--- config.mk ---
export PLATFORM = sky130hd
export DESIGN_NAME = bf_stack
export DESIGN_NICKNAME = d
export VERILOG_FILES = /design/src/rtl/bf_stack.sv
export SDC_FILE = /design/constraint.sdc
export NUM_CORES = 1
export LEC_CHECK = 0
export CAP_MARGIN = 20
export CORE_ASPECT_RATIO = 1.2
export CORE_MARGIN = 3
export CORE_UTILIZATION = 45
export CTS_CLUSTER_DIAMETER = 30
export DETAILED_ROUTE_END_ITERATION = 10
export PLACE_DENSITY = 0.65
export SYNTH_ARGS = -nofsm -noshare
export SYNTH_HDL_FRONTEND = slang
export SYNTH_SLANG_ARGS = --single-unit
--- constraint.sdc ---
create_clock -name clk -period 2.6 [get_ports clk]
set_input_delay 0.39 -clock clk [delete_from_list [all_inputs] [get_ports clk]]
set_output_delay 0.39 -clock clk [all_outputs]
set_load 0.005 [all_outputs]
--- src/rtl/bf_stack.sv ---
// Register-file stack storage: 2**DEPTH x WIDTH entries, combinational read, clocked write.
// Define BF_STACK_WR_BYPASS_EN to forward wd onto rd when a write to the read address is pending.
module bf_stack #(
  parameter int unsigned DEPTH = 4,
  parameter int unsigned WIDTH = 13
) (
  input  logic             clk,
  input  logic             resetq,
  input  logic [DEPTH-1:0] ra,
  output logic [WIDTH-1:0] rd,
  input  logic             we,
  input  logic [DEPTH-1:0] wa,
  input  logic [WIDTH-1:0] wd
);

  localparam int unsigned ENTRIES = 2 ** DEPTH;

  logic [WIDTH-1:0] entry [ENTRIES];

  // Every entry is reset so no index ever reads X, used or not.
  always_ff @(posedge clk or negedge resetq) begin
    if (!resetq) begin
      for (int unsigned i = 0; i < ENTRIES; i++) begin
        entry[i] <= '0;
      end
    end else if (we) begin
      entry[wa] <= wd;
    end
  end

`ifdef BF_STACK_WR_BYPASS_EN
  always_comb begin
    rd = entry[ra];
    if (we && (wa == ra)) begin
      rd = wd;
    end
  end
`else
  always_comb begin
    rd = entry[ra];
  end
`endif

endmodule

=== Word level (Yosys, flattened, before mapping) ===
Cells that the tools add are included.

* Bits of input ports: 24
* RAM bits: 0
* Logic and storage cells: 28
* Memories: 0
* Latch bits: 0
* Bits in read-only memories: 0
* Register bits: 208
* Output and inout bits: 13

* Bitwise operators: 2
* Mux-type cells: 6
* Reductions and logical operators: 1
* Shift-type cells: 0
* $lt $le $gt $ge: 3
* $add $sub $neg: 0
* Equal/unequal tests: 0
* Div/mod/pow operators: 0
* Multipliers: 0

{| class="wikitable"
|+ Operators with widths
! kind !! number
|-
| bitwise mux 208 bit || 1
|-
| binary-select mux 13 bit (select 4 bit) || 1
|-
| demux 13 bit (select 4 bit) || 1
|-
| two-way mux 13 bit || 3
|-
| >= comparator 5 bit (second input constant) || 2
|-
| inverter 4 -> 5 bit || 2
|-
| less-than comparator 5 x 1 -> 1 bit (second input constant) || 1
|-
| logical AND 1 bit || 1
|}

=== Longest topological paths before layout ===
* Depth after elaboration: 6
* Gate-level depth with buffers: 5

=== Worst setup path after synthesis ===
OpenSTA, ideal clock, no wires.

* Kind: input to output
* Start point: in ra[0]
* End point: out rd[10]
* Path buffers: 2
* Cell stages on the path: 5
* Setup slack: 0.480 ns
* Arrival: 1.730 ns
* Cells stage by stage: clkbuf_1 buf_2 mux4_2 a22oi_1 nand2_1

* Longest elaborated chain between the ends: 4

{| class="wikitable"
|+ RTL lines
! item !! line !! text
|-
| start, declared || 9 || <nowiki>input logic [DEPTH-1:0] ra,</nowiki>
|-
| inverter 4 -> 5 bit (not written as such) || 40 || <nowiki>rd = entry[ra];</nowiki>
|-
| binary-select mux 13 bit (select 4 bit) || 40 ||
|-
| two-way mux 13 bit (not written as such) (2 in series) || 40 ||
|-
| end, declared || 10 || <nowiki>output logic [WIDTH-1:0] rd,</nowiki>
|}

No other way between the ends. The select of a mux whose other input is x is not followed.

=== Worst setup path in the final report ===
* Start point: reg entry[98] (netlist bit)
* End point: out rd[7]

* Longest elaborated chain between the ends: 3

{| class="wikitable"
|+ RTL lines
! item !! line !! text
|-
| start, declared || 18 || <nowiki>logic [WIDTH-1:0] entry [ENTRIES];</nowiki>
|-
| start signal, assigned by index || 27 || <nowiki>entry[wa] <= wd;</nowiki>
|-
| binary-select mux 13 bit (select 4 bit) || 40 ||
|-
| two-way mux 13 bit (not written as such) (2 in series) || 40 ||
|}

No other way between the ends. The select of a mux whose other input is x is not followed.

==> impl_metrics.yaml <==
drt:
  antenna_left: 0
  vias: 5510
  post-route-drc-count: 0
  avgViaCountPerCell: 5.81
  dr.pass1.iters: 4
  totalWireLength_mm: 23.3
  per_cell_routed_wire_length_um: 24.6
  dr.first_iter.drc_count: 324
global_route:
  pin_count_of_the_biggest_net_entering_global_routing: 69
  grt_overflow: 0
  groute.layer.met2.usage_pct: 38.0
  grt.total_usage_pct: 22.1
  top_usage_layer: "met2"
  global_route.usage.met3_pct: 3.83
  grt_pass1_vias: 6209
  grt_use_met1_pct: 28.0
  first_pass_grt_wire_length_mm: 37.1
  number_of_antenna_violations_at_the_first_check_in_global_routing: 0
place:
  post-place-ws_ns: 0.00391
  gp_routability_congestion: 0.751
  hpwl_mm: 14.5
  placement.cell_area_sq_um: 10400
  number_of_buffer_cells_added_on_primary_ports: 36
worst_setup_path:
  crit_required_ns: 2.21
  worst-path-stages: 4
  crit_buf_inv: 1
  reg2reg_depth: 1
  endpoint_kind: "primary output"
  timing.reg2reg.setup_slack_ns: 1.81
  worst_reg2reg_path_endpoint: "entry[117]$_DFFE_PN0P_"
  setup.worst_path.class: "reg2out"
  start_kind: "register"
  worst_path_dominant_cell_family: "buffers and inverters"
  critPathLaunch: "entry[98]$_DFFE_PN0P_"
  critical_path.max_stage_delay_ns: 0.47
  cp.arrival_ns: 2.16
  worstPathCellList: "mux4_2 -> a22oi_1 -> nand2_1 -> clkdlybuf4s50_1"
  worst_setup_path_endpoint: "rd[7]"
  worstPathMaxFanout: 2
  timing.rr.start: "entry[117]$_DFFE_PN0P_"
  crit_slowest_cell: "sky130_fd_sc_hd__clkdlybuf4s50_1"
min_path:
  hold_wc_path_type: "in2async"
finish:
  mostFrequentLayoutCell: "sky130_fd_sc_hd__dfrtp_1"
  largest_register_ffs: 208
  mostFrequentLayoutCells: "sky130_fd_sc_hd__dfrtp_1, sky130_fd_sc_hd__mux2_2, sky130_fd_sc_hd__mux4_2, sky130_fd_sc_hd__clkbuf_16"
  synthToLayoutAreaGrowth_pct: 24.4
  post-route-cell-area_sq_um: 11700
  final_net_count: 681
  n_antenna_cell: 0
  n_fill_cell: 1632
  post_route_cells_drive_above_1_share_pct: 56.1
  largest-register: "entry"
  reg.largest.list: "entry x208"
pwr:
  p_int_mw: 8.26
  power.combinational.fraction_pct: 15.8
  p_sw_share_pct: 23.9
  power_per_cell_area_nw_per_um2: 930
  leakage_nw: 5.01
  sum_of_internal_switching_and_leakage_power_mw: 10.9
  peakVddDrop_mv: 0.535
  switching_power_mw: 2.60
  seq_power_share_pct: 40.3
  power_frac_clock_pct: 43.9
job:
  drv.max_cap_violation_count: 0
floorplan:
  rows: 57
  initial_utilization_pct: 46.0
  floorplan.core_area_sq_um: 20400
  design.portCount: 37
  floorplan.die.width_um: 138
  fp.dieH_um: 164
  floorplan.die_area_sq_um: 22600
timing:
  fin_setup_tns_ns: 0
  max_slew_margin_pct: 60.8
  timing.fmax_mhz: 392
  layout_setup_ws_ns: 0.0473
  final.hold.worst_slack_ns: 0.439
  setup_viol_count_final: 0
  period_share_pct: 98.2
  final_critical_path_required_period_ns: 2.55
  clock_skew_ns: 0
  worst-slew-pin-transition_ns: 0.586
  finalHoldViolations: 0
  maxSlewViolCount: 0
  rsz0062_at_grt: "no"
synth:
  syn_avg_cell_area_sq_um: 16.0
  yosys_warnings: 0
  postSynthNetCount: 609
  netlist_area_sq_um: 9390
  ys_ff_latch: 208
  postSynthCellCount: 585
  synth.distinct_cells: 20
  synth_sequential_area_ratio_pct: 55.4
clock_tree:
  clock_root_buffer: "sky130_fd_sc_hd__clkbuf_16"
  clock_net_sink_count: 208
  cts_made_buffers: 39
  cts.path.max_buffers: 3
  cts_tree: "yes"
  clock_latency_ns: 0.51
  cts_setup_buffers: 0
  clock_transition_at_the_registers_of_the_reported_paths_ns: 0.05
  cts_htree_levels: 2
status:
  run_status: "complete, no violations"
## worst min-delay path by stage
stage | startpoint | end | slack, ns | cells after the start
floorplan | resetq | entry[0]$_DFFE_PN0P_ | 0.09 | 0
global placement | resetq | entry[206]$_DFFE_PN0P_ | 0.43 | 1
detailed placement | resetq | entry[193]$_DFFE_PN0P_ | 0.43 | 1
CTS | resetq | entry[180]$_DFFE_PN0P_ | 0.47 | 2
global route | resetq | entry[180]$_DFFE_PN0P_ | 0.50 | 2
finish | resetq | entry[180]$_DFFE_PN0P_ | 0.44 | 2
## cell type report
type                            count  area (sq um)  share of cell area (%)
Sequential cell                   208          5200                    44.6
Tap cell                          265           332                    2.84
Clock buffer                       50          1090                    9.31
Clock inverter                     18           174                    1.49
Multi-Input combinational cell    328          4030                    34.5
Timing Repair Buffer               80           853                    7.31
## repair_timing
item	CTS	global route
endpoints found under the hold margin	64	0
resized for setup	3	6
hold buffers	1	0
pin swaps	1	1
endpoints found under the setup margin	3	6
## stage by stage
stage,instances,utilization [%]
global route,949,57.3
detailed placement,880,50.8
floorplan,585,-
global placement,880,50.8
finish,949,57.3
CTS,949,57.1
## Yosys cell counts, drive strengths merged
cell | count | area, sq um
mux2 | 208 | 2380
a22oi | 26 | 195
or4 | 1 | 7.51
mux4 | 52 | 1170
or3 | 2 | 12.5
nor2b | 2 | 12.5
nand3 | 2 | 10.0
dfrtp | 208 | 5200
buf | 23 | 121
nor3 | 6 | 40.0
nor4 | 1 | 12.5
clkbuf | 26 | 97.6
and2 | 1 | 6.26
nand2b | 3 | 18.8
nand2 | 15 | 56.3
nor2 | 7 | 26.3
nand3b | 2 | 15.0
## cell families (layout without fill, tap and decap cells)
| group | after synthesis | after routing | synth area share [%] |
|---|---|---|---|
| AO/OA/AOI/OAI | 26 | 26 | 2.08 |
| buffers and inverters | 49 | 148 | 2.33 |
| flip-flops | 208 | 208 | 55.4 |
| multiplexers | 260 | 260 | 37.8 |
| AND/OR/NAND/NOR | 42 | 42 | 2.32 |
## power by group through the flow
stage,logic (mW),registers [mW],clock network (mW)
2_1_floorplan,1.23,4.27,0
3_3_place_gp,1.65,4.36,0
3_5_place_dp,1.71,4.42,0
4_1_cts,1.73,4.38,4.84
5_1_grt,1.86,4.47,5.03
6_report,1.71,4.38,4.76
## routing by layer
metal / vias up / routed length, um
met4: 0 / 698
met1: 2994 / 9330
met5: - / 0
met3: 45 / 987
li1: 2341 / -
met2: 130 / 12300
(Power assumes the default switching activity.)
